==> src/rtl/morse_playback_sequencer.sv <==
`default_nettype none
// ============================================================================
// Module      : morse_playback_sequencer
// Description : Plays a 10-bit seminibble Morse code (pair [9:8] first,
//               10=dot, 11=dash, 0x=end) as a timed lamp/buzzer signal.
//               A dot lights the lamp for one unit and a dash for three units.
//               Elements are separated by a one-unit gap. There is no gap
//               after the last element, and completion is flagged with a
//               one-cycle done pulse.
// Ports       : clk           - clock
//               reset         - synchronous, active-low reset
//               i_start       - playback request, sampled only in IDLE
//               i_abort       - cancels playback; no done pulse follows
//               i_morse_code  - seminibble code, latched on accepted start
//               o_lamp_on     - registered lamp/buzzer drive
//               o_busy        - high while an element or gap is playing
//               o_done        - one-cycle pulse on normal completion
//               o_element_idx - index (0-4) of the element being played
// Revision    : 1.0 - initial release
// ============================================================================
module morse_playback_sequencer #(
    parameter int UNIT_CYCLES = 12500000,
    parameter int CNT_W       = 26
) (
    input  logic       clk,
    input  logic       reset,
    input  logic       i_start,
    input  logic       i_abort,
    input  logic [9:0] i_morse_code,
    output logic       o_lamp_on,
    output logic       o_busy,
    output logic       o_done,
    output logic [2:0] o_element_idx
);

    localparam logic [CNT_W-1:0] c_DOT_LOAD  = CNT_W'(UNIT_CYCLES - 1);
    localparam logic [CNT_W-1:0] c_DASH_LOAD = CNT_W'(3 * UNIT_CYCLES - 1);

    typedef enum logic [1:0] {
        S_IDLE   = 2'd0,
        S_MARK   = 2'd1,
        S_GAP    = 2'd2,
        S_FINISH = 2'd3
    } state_t;

    state_t           r_state;
    state_t           w_state_nxt;
    logic [9:0]       r_sr;
    logic [9:0]       w_sr_nxt;
    logic [CNT_W-1:0] r_cnt;
    logic [CNT_W-1:0] w_cnt_nxt;
    logic [2:0]       r_idx;
    logic [2:0]       w_idx_nxt;
    logic             r_lamp;
    logic             r_busy;
    logic             r_done;
    logic             w_cnt_zero;

    assign w_cnt_zero = (r_cnt == '0);

    always_comb begin
        w_state_nxt = r_state;
        w_sr_nxt    = r_sr;
        w_cnt_nxt   = r_cnt;
        w_idx_nxt   = r_idx;
        case (r_state)
            S_IDLE: begin
                // Abort beats a simultaneous start in IDLE.
                if (i_start && !i_abort) begin
                    w_sr_nxt  = i_morse_code;
                    w_idx_nxt = 3'd0;
                    if (!i_morse_code[9]) begin
                        w_state_nxt = S_FINISH;
                    end else begin
                        w_state_nxt = S_MARK;
                        w_cnt_nxt   = (i_morse_code[9:8] == 2'b11) ? c_DASH_LOAD : c_DOT_LOAD;
                    end
                end
            end
            S_MARK: begin
                if (w_cnt_zero) begin
                    w_sr_nxt = {r_sr[7:0], 2'b00};
                    // r_sr[7] is bit 9 of the shifted register: the next pair's lead bit.
                    if (r_idx == 3'd4 || !r_sr[7]) begin
                        w_state_nxt = S_FINISH;
                    end else begin
                        w_state_nxt = S_GAP;
                        w_cnt_nxt   = c_DOT_LOAD;
                    end
                end else begin
                    w_cnt_nxt = r_cnt - 1'b1;
                end
            end
            S_GAP: begin
                if (w_cnt_zero) begin
                    w_state_nxt = S_MARK;
                    w_idx_nxt   = r_idx + 3'd1;
                    w_cnt_nxt   = (r_sr[9:8] == 2'b11) ? c_DASH_LOAD : c_DOT_LOAD;
                end else begin
                    w_cnt_nxt = r_cnt - 1'b1;
                end
            end
            S_FINISH: begin
                w_state_nxt = S_IDLE;
            end
            default: begin
                w_state_nxt = S_IDLE;
            end
        endcase
        if (i_abort && r_state != S_IDLE) begin
            w_state_nxt = S_IDLE;
        end
    end

    // Outputs are decoded from the next state so they line up with r_state
    // while still coming straight from flops.
    always_ff @(posedge clk) begin
        if (!reset) begin
            r_state <= S_IDLE;
            r_sr    <= '0;
            r_cnt   <= '0;
            r_idx   <= '0;
            r_lamp  <= 1'b0;
            r_busy  <= 1'b0;
            r_done  <= 1'b0;
        end else begin
            r_state <= w_state_nxt;
            r_sr    <= w_sr_nxt;
            r_cnt   <= w_cnt_nxt;
            r_idx   <= w_idx_nxt;
            r_lamp  <= (w_state_nxt == S_MARK);
            r_busy  <= (w_state_nxt == S_MARK) || (w_state_nxt == S_GAP);
            r_done  <= (w_state_nxt == S_FINISH);
        end
    end

    assign o_lamp_on     = r_lamp;
    assign o_busy        = r_busy;
    assign o_done        = r_done;
    assign o_element_idx = r_idx;

endmodule
`default_nettype wire

==> config.mk <==
export PLATFORM = sky130hd
export DESIGN_NAME = morse_playback_sequencer
export DESIGN_NICKNAME = d
export VERILOG_FILES = /design/src/rtl/morse_playback_sequencer.sv
export SDC_FILE = /design/constraint.sdc
export NUM_CORES = 1
export LEC_CHECK = 0
export CAP_MARGIN = 30
export CORE_MARGIN = 2
export CORE_UTILIZATION = 44
export CTS_BUF_LIST = sky130_fd_sc_hd__clkbuf_2
export DETAILED_ROUTE_END_ITERATION = 10
export SETUP_SLACK_MARGIN = 0.3
export SYNTH_ARGS = -nofsm -noshare
export SYNTH_HDL_FRONTEND = slang
export SYNTH_SLANG_ARGS = --single-unit
==> constraint.sdc <==
create_clock -name clk -period 4 [get_ports clk]
set_clock_uncertainty 0.15 [all_clocks]
set_input_delay 0.4 -clock clk [delete_from_list [all_inputs] [get_ports clk]]
set_output_delay 0.4 -clock clk [all_outputs]
set_load 0.05 [all_outputs]
==> results of run 1 <==
[power groups by stage]
stage | logic [mW] | clock network [mW] | registers [mW]
finish | 0.530 | 0.189 | 0.550
global route | 0.591 | 0.211 | 0.559
CTS | 0.531 | 0.197 | 0.549
detailed placement | 0.529 | 0 | 0.558
global placement | 0.525 | 0 | 0.557
floorplan | 0.397 | 0 | 0.554
[through the flow]
step / util, % / hold slack, ps / std cells
floorplan: - / 294.4 / 313
global placement: 49.19 / 304.9 / 394
detailed placement: 49.45 / 316.0 / 395
CTS: 50.11 / 339.5 / 403
global route: 50.11 / 334.0 / 403
finish: 50.11 / 338.2 / 403
[registers in the layout (all words and copies together), names as in the netlist]
register,count
r_cnt,26
r_state,2
o_element_idx,3
o_busy,1
r_sr,10
o_lamp_on,1
o_done,1
[placed cells by master (no fill, tap or decap), types with 4 or more instances in the layout]
cell,instances
dfxtp_1,44
nand2_1,27
a21oi_1,23
clkdlybuf4s50_1,19
nor2_1,17
o21ai_1,17
nor3_1,16
o221a_1,10
or3_1,9
o211a_1,9
ha_1,9
inv_1,8
nand4_1,8
o21ai_0,7
mux2i_1,7
and2_1,6
xnor2_1,6
nand2b_1,5
a31oi_1,5
nor4_1,5
a21boi_1,5
clkbuf_2,5
buf_4,5
nand3_1,4
xor2_1,4
[metal layers]
layer | track usage, % | vias up | wire [um]
met4 | 6.333 | 0 | 93
met3 | 3.956 | 7 | 343
met2 | 35.90 | 54 | 2994
met1 | 28.47 | 1135 | 3122
li1 | - | 1208 | -
met5 | 0 | - | 0
[area by class of cell]
| type | instances | area, um2 |
|---|---|---|
| Clock inverter | 3 | 13.76 |
| Inverter | 8 | 30.03 |
| Timing Repair Buffer | 25 | 242.7 |
| Sequential cell | 44 | 880.8 |
| Fill cell | 572 | 2937 |
| Clock buffer | 5 | 25.02 |
| Multi-Input combinational cell | 243 | 1663 |
| Tap cell | 75 | 93.84 |
[kinds of logic (layout without fill, tap and decap cells)]
logic type,count (synthesis),in the layout,synth area share [%]
buf+inv,26,41,4.194
compound gates,100,100,27.71
flops,44,44,33.18
fa+ha+maj,9,9,4.241
simple gates,117,117,24.74
xor+xnor,10,10,3.299
mux,7,7,2.639
[worst register-to-register path, cell delays in order, from the launching register on]
cell	delay, ps
dfxtp_1	420
nor4_4	450
nand2b_2	150
or4_1	760
o211ai_1	310
o21a_1	190
ha_1	230
nor2b_1	100
[final timing paths]
| check | from | end | cells after the start | slack (ps) |
|---|---|---|---|---|
| max reg2reg | r_cnt[9] | o_busy | 7 | 1190 |
| min reg2reg | r_sr[1] | r_sr[1] | 2 | 340 |
| max | r_cnt[9] | o_busy | 7 | 1190 |
| min | r_sr[1] | r_sr[1] | 2 | 340 |
==> results.cfg, run 1 <==
[floorplanning]
dieArea_mm2 = 0.006672
num_rows = 28
fp.dieW_um = 81.68
floorplan.initialDensity_pct = 45.11
die_y_um = 81.68
ioPinCount = 20
core_area_mm2 = 0.005886

[synth]
async_flop_share_pct = 0
avgSynthCellArea_um2 = 8.483
synth_cell_types = 54
mappedNetlistArea_mm2 = 0.002655
synthCells = 313
ys_seq_elements = 44
synth_common_cells = 44 x dfxtp_1, 27 x nand2_1, 23 x a21oi_1
yosysMostFrequentCell = dfxtp_1
synth_top_cell_by_area = dfxtp_1
synth_top_area_share_pct = 33.18
yosysWarningCount = 0
synthTopCellsByArea = dfxtp_1 33%, a21oi_1 4.3%, ha_1 4.2%
ys.flop_type = dfxtp_1
syn_nets = 336
synth_enable_flop_cells = 0
yosysSeqAreaShare_pct = 33.18

[routing]
wl_per_cell_um = 16.26
viasPerCell = 5.965
drtIter0Drc = 165
ant_nets = 0
drt_wl_total_um = 6554
first_pass_iters = 5
drc = 0
dr_total_vias = 2404

[power]
p_seq_share_pct = 43.4
cell_internal_pwr_mw = 0.7430
ir_drop_mv = 0.1799
pwr_density_cell_mw_per_mm2 = 430.3
p_sw_share_pct = 41.45
power.total_mw = 1.269
p_leak_nw = 1.116
power.switching_mw = 0.5259
pwr-share-comb_pct = 41.7
clockPowerShare_pct = 14.9

[cells_and_area]
design_area_mm2 = 0.002949
antenna_cells = 0
area_growth_pct = 11.07
drive_gt1_share_pct = 7.622
nNetsFinal = 350

[clock_tree]
clk_pin_slew_ps = 250
clk_latency_ps = 430
hold_buffers = 0
cts_resized = 0
numCtsBuffers = 5
post_cts_buffers = 0
cts_tree = built
clock_sinks = 44
htreeDepth = 2
cts_buffer_depth = 2
cts_root_buffer = clkbuf_2

[setup_path]
worst_setup_path_start_kind = flop
cp.buffers_inverters = 0
cp_slowest_stage_delay_ps = 760
crit_path_end_kind = flop
worstPathMaxFanout = 9
critPathKind = flop to flop
cp_cell_sequence = nor4_4 > nand2b_2 > or4_1 > o211ai_1 > o21a_1 > ha_1 > nor2b_1
slowest_stage = or4_1
cp_data_arrival_time_ps = 3040
worstPathRequired_ps = 4220
crit_family = simple AND/OR/NAND/NOR gates

[job]
cap_violations = 0

[sta]
clock.fmax_ghz = 0.3554
relSlewSlack_pct = 44.58
min_period_ps = 2814
setup_ws_ps = 1186
finalSetupViolCount = 0
finalSetupTns_ps = 0
drv_slew = 0
fin_crit_sh_pct = 70.34
worst_slew_pin_slew_ps = 828.2
rsz0062_at_grt = no
final_hold_viol_count = 0

[global_routing]
grt_overflow = 0
grt_pass1_wl_um = 11070
antenna_found_initial = 0
grt_pass1_vias = 2297
grt_usage_pct = 21.55
grt_max_degree = 26

[outcome]
status = complete, no violations

[place]
pre_cts_ws_ps = 1202
io_buffer_count = 19
hpwl_um = 4662
place_congestion = 0.8587
placed_area_mm2 = 0.002910

[min_path]
min_path_type = flop to flop
No activity file was read; power rests on OpenSTA's default activity.
==> run 2, diff against run 1 <==
- PLACE_DENSITY: unset -> 0.65
- clock period: 4 -> 2.5 ns (I/O delays scaled with it)
==> run 2 against run 1 <==
  * Count of clock-buffer cells in the layout unchanged
  * Maximum frequency is 15% higher
  * Sequential cell count is the same
  * Sequential power increased by 60%
  * Die area is the same
  * Cell count rose by 11%
==> results.cfg, run 2 (same netlist as run 1, synthesis figures left out) <==
[place]
placed_area_mm2 = 0.003203
io_buffer_count = 19
hpwl_um = 4988
place_congestion = 0.8658

[setup_path]
crit_path_end_kind = flop
rrSetupSlack_ps = 50
worstPathMaxFanout = 3
critPathKind = flop to flop
cp_data_arrival_time_ps = 2690
worstPathRequired_ps = 2740
worst_setup_path_start_kind = flop

[clock_tree]
cts_tree = built
cts_root_buffer = clkbuf_2
clock_sinks = 44
hold_buffers = 0
numCtsBuffers = 5
htreeDepth = 2
clk_pin_slew_ps = 240
clk_latency_ps = 420
cts_buffer_depth = 2

[sta]
relSlewSlack_pct = 65.85
finalSetupViolCount = 0
worst_slew_pin_slew_ps = 510.3
rsz0062_at_grt = yes
finalSetupTns_ps = 0
final_hold_viol_count = 0
fin_crit_sh_pct = 97.90
clock.fmax_ghz = 0.4086
min_period_ps = 2447
drv_slew = 0

[floorplanning]
floorplan.initialDensity_pct = 45.11
fp.dieW_um = 81.68
dieArea_mm2 = 0.006672
ioPinCount = 20
die_y_um = 81.68
core_area_mm2 = 0.005886
num_rows = 28

[routing]
viasPerCell = 6.078
dr_total_vias = 2729
wl_per_cell_um = 18.01
drt_wl_total_um = 8086
first_pass_iters = 4
ant_nets = 0
drc = 0
drtIter0Drc = 199

[global_routing]
grt_pass1_wl_um = 12340
grt_overflow = 0
grt_usage_pct = 24.04
grt_max_degree = 40
grt_pass1_vias = 2551
antenna_found_initial = 0

[cells_and_area]
nFillCells = 466
antenna_cells = 0
final_util_pct = 64.88
drive_gt1_share_pct = 41.18
regMostFlops = r_cnt
design_area_mm2 = 0.003819
nNetsFinal = 396
area_growth_pct = 43.83
largest_register_ffs = 26
mostFrequentLayoutCells = 37 x buf_4, 29 x dfxtp_1, 21 x nand2_1, 19 x clkdlybuf4s50_1, 14 x nor2_1
final_common_cell = buf_4

[min_path]
min_path_type = input pin to flop

[job]
cap_violations = 0

[power]
pwr_density_cell_mw_per_mm2 = 700.1
p_leak_nw = 1.488
ir_drop_mv = 0.4583

[outcome]
status = complete, no violations
==> run 2: cell types whose count changed in the layout (fill, tap and decap cells not counted), moves of 9 or more <==
| cell | change |
|---|---|
| a21oi_2 | +11 |
| o21ai_1 | -9 |
| dfxtp_1 | -15 |
| a21oi_1 | -12 |
| dfxtp_2 | +11 |
| buf_4 | +32 |
==> run 2: report_power, final <==
group          leakage, nW  switching, mW  internal (mW)
Sequential           0.367         0.0945          0.788
Clock               0.0433          0.257          0.169
Combinational         1.08          0.711          0.656
==> run 2: layout make-up <==
cell class / instances / area [um2] / area share [%]
Sequential cell: 44 / 909.6 / 23.82
Tap cell: 75 / 93.84 / 2.457
Timing Repair Buffer: 71 / 721.9 / 18.91
Multi-Input combinational cell: 243 / 1997 / 52.29
Inverter: 8 / 30.03 / 0.7864
Clock buffer: 5 / 25.02 / 0.6553
Clock inverter: 3 / 41.29 / 1.081
==> run 2: worst paths after layout <==
kind	cells past startpoint	to	startpoint
worst max-delay path	7	o_busy	r_cnt[6]
worst min-delay path	3	r_sr[1]	i_morse_code[1]
worst max register to register	7	o_busy	r_cnt[6]
worst min register to register	2	r_sr[0]	r_sr[0]
==> run 2: routing by layer <==
metal,part of all wire (%),GRT usage (%)
met5,0,0
met4,2.5,8.333
met3,6.2,3.187
met2,49,40.74
met1,43,31.44
==> run 2: metrics by stage <==
stage / worst slack [ps] / cells / power, mW / hold WS, ps
6_report: 52.51 / 449 / 2.673 / 218.9
5_1_grt: -16.49 / 449 / 2.810 / 193.8
4_1_cts: 70.67 / 441 / 2.455 / 183.4
3_5_place_dp: -13.21 / 424 / 1.906 / 315.3
3_3_place_gp: -3.960 / 424 / 1.891 / 304.5
2_1_floorplan: 134.9 / 313 / 1.544 / 239.2
==> run 2: what timing repair did <==
| action | CTS | global route |
|---|---|---|
| gates resized for setup | 22 | 77 |
| setup buffers | 7 | 6 |
| setup endpoints to repair | 41 | 44 |
| cloned | 2 | 2 |
| pin swaps | 12 | 19 |
==> run 2: worst max-delay path, stage by stage (launching register included) <==
cell and delay, ps:
dfxtp_4 410, nor4_4 360, nand2_1 100, or4_4 510, o211ai_1 290, o21a_1 270, ha_4 230, nor2b_2 100
==> run 3, diff against run 2 <==
- MAX_ROUTING_LAYER: unset -> met4
==> run 3 against run 2 <==
  * Highest routed layer unchanged
  * Setup slack worse by 12 ps
  * Sequential share of layout area unchanged
  * Worst hold slack improved by 2.0 ps
  * Cell area did not move
  * Sequential cell count stayed put
  * Count of clock-buffer cells in the layout unchanged
  * Register-to-register slack barely moved
  * Non-clock buffer count stayed put
  * Via count increased by 0.59%
  * Clock power about the same
==> results.cfg, run 3 (same netlist as run 1, synthesis figures left out) <==
[cells_and_area]
multiInputGateArea_mm2 = 0.001997
regMostFlops = r_cnt
nFillCells = 466
drive_gt1_share_pct = 41.18
largest_register_ffs = 26
mostFrequentLayoutCells = 37 x buf_4, 29 x dfxtp_1, 21 x nand2_1, 19 x clkdlybuf4s50_1, 14 x nor2_1
nNetsFinal = 396
final_common_cell = buf_4
final-seq-area_um2 = 909.6
fin_cells = 449
area_growth_pct = 43.83
antenna_cells = 0

[setup_path]
worstPathRequired_ps = 2740
crit_path_end_kind = flop
rrSetupSlack_ps = 40
timing.rr.end = o_busy
worstPathMaxFanout = 3
critPathKind = flop to flop
rr_startpoint = r_cnt[6]
r2r.worst_path.cells = 7
cp_data_arrival_time_ps = 2700
crit_family = simple AND/OR/NAND/NOR gates
worst_setup_path_start_kind = flop
slowest_stage = or4_4
cp.buffers_inverters = 0
cp_cell_sequence = nor4_4 > nand2_1 > or4_4 > o211ai_1 > o21a_1 > ha_4 > nor2b_2
cp_slowest_stage_delay_ps = 510

[power]
ir_drop_mv = 0.4533
power.switching_mw = 1.060
p_leak_nw = 1.488
p_sw_share_pct = 39.67
p_seq_share_pct = 33.0
cell_internal_pwr_mw = 1.612
pwr_density_cell_mw_per_mm2 = 699.6
pwr-share-comb_pct = 51.1
clockPowerShare_pct = 15.9

[floorplanning]
floorplan.initialDensity_pct = 45.11
fp.dieW_um = 81.68
dieArea_mm2 = 0.006672
ioPinCount = 20
core_area_mm2 = 0.005886
die_y_um = 81.68
num_rows = 28

[routing]
dr_total_vias = 2745
drt_wl_total_um = 8068
first_pass_iters = 5
drc = 0
drtIter0Drc = 254
ant_nets = 0
viasPerCell = 6.114
wl_per_cell_um = 17.97

[outcome]
status = complete, no violations

[sta]
relSlewSlack_pct = 65.83
finalSetupTns_ps = 0
rsz0062_at_grt = yes
finalSetupViolCount = 0
fin_crit_sh_pct = 98.37
min_period_ps = 2459
clock.fmax_ghz = 0.4066
final_hold_viol_count = 0
drv_slew = 0
worst_slew_pin_slew_ps = 510.9

[job]
cap_violations = 0

[clock_tree]
htreeDepth = 2
clk_pin_slew_ps = 240
hold_buffers = 0
clock_sinks = 44
clk_latency_ps = 420
cts_buffer_depth = 2
cts_root_buffer = clkbuf_2
numCtsBuffers = 5
cts_tree = built

[global_routing]
grt_overflow = 0
grt_max_degree = 40
grt_pass1_vias = 2556
grt_pass1_wl_um = 12330
antenna_found_initial = 0
grt_usage_pct = 24.70

[min_path]
min_to = r_sr[1]
holdPathStages = 3
hp-start = i_morse_code[1]
min_path_type = input pin to flop

[place]
dp_cells = 424
place_congestion = 0.8798
hpwl_um = 4988
io_buffer_count = 19
-- run 3: worst reg2reg max path, delay by kind of cell (launching register included) --
family                     cells  cell delay [ps]
and+or+nand+nor                4             1080
DFF                            1              410
AOI/OAI and AO/OA              2              560
adders and majority gates      1              230
-- run 3: cell type report --
cell class	count	share of cell area, %
clock buffers	5	0.6553
repair buffers	71	18.91
inverters	8	0.7864
clock inverters	3	1.081
multi-input cells	243	52.29
flip-flops and latches	44	23.82
well taps	75	2.457
-- run 3: repair_timing --
item	CTS	global route
resized for setup	22	77
buffers inserted	7	6
pin swaps	12	19
endpoints found under the setup margin	41	44
cloned	2	2
-- run 3: worst max path at each step --
stage	start	to	slack [ps]	depth (start not counted)
after floorplan	r_cnt[6]	o_busy	130	8
after global placement	r_cnt[18]	o_busy	-4	9
after detailed placement	r_cnt[14]	o_busy	-10	8
after CTS	r_cnt[12]	o_busy	70	8
after global routing	r_cnt[6]	o_busy	-20	7
final	r_cnt[6]	o_busy	40	7
-- run 3: per-stage QoR --
stage                     area [um2]  utilization (%)  setup slack (ps)  hold slack, ps  total power [mW]
after CTS                       3456            58.72             70.67           183.4             2.455
after global routing            3819            64.88            -16.49           193.8             2.812
after detailed placement        3203            54.42            -13.21           315.3             1.906
after floorplan                 2700                -             134.9           239.2             1.544
after global placement          3203            54.42            -3.960           304.5             1.891
final                           3819            64.88             40.67           221.0             2.671
-- run 3: routing by layer --
layer  up-vias  global-route usage (%)  routed length, um
li1       1302                       -                  -
met1      1345                   31.10               3529
met2        79                   41.07               3939
met3        19                   3.187                391
met4         0                   8.333                208
met5         -                       -                  0
-- run 3: power by group through the flow --
stage	registers [mW]	logic, mW	clock network, mW
after floorplan	0.891	0.653	0
after global placement	0.874	1.02	0
after detailed placement	0.876	1.03	0
after CTS	0.869	1.16	0.428
after global routing	0.894	1.46	0.459
final	0.883	1.36	0.424
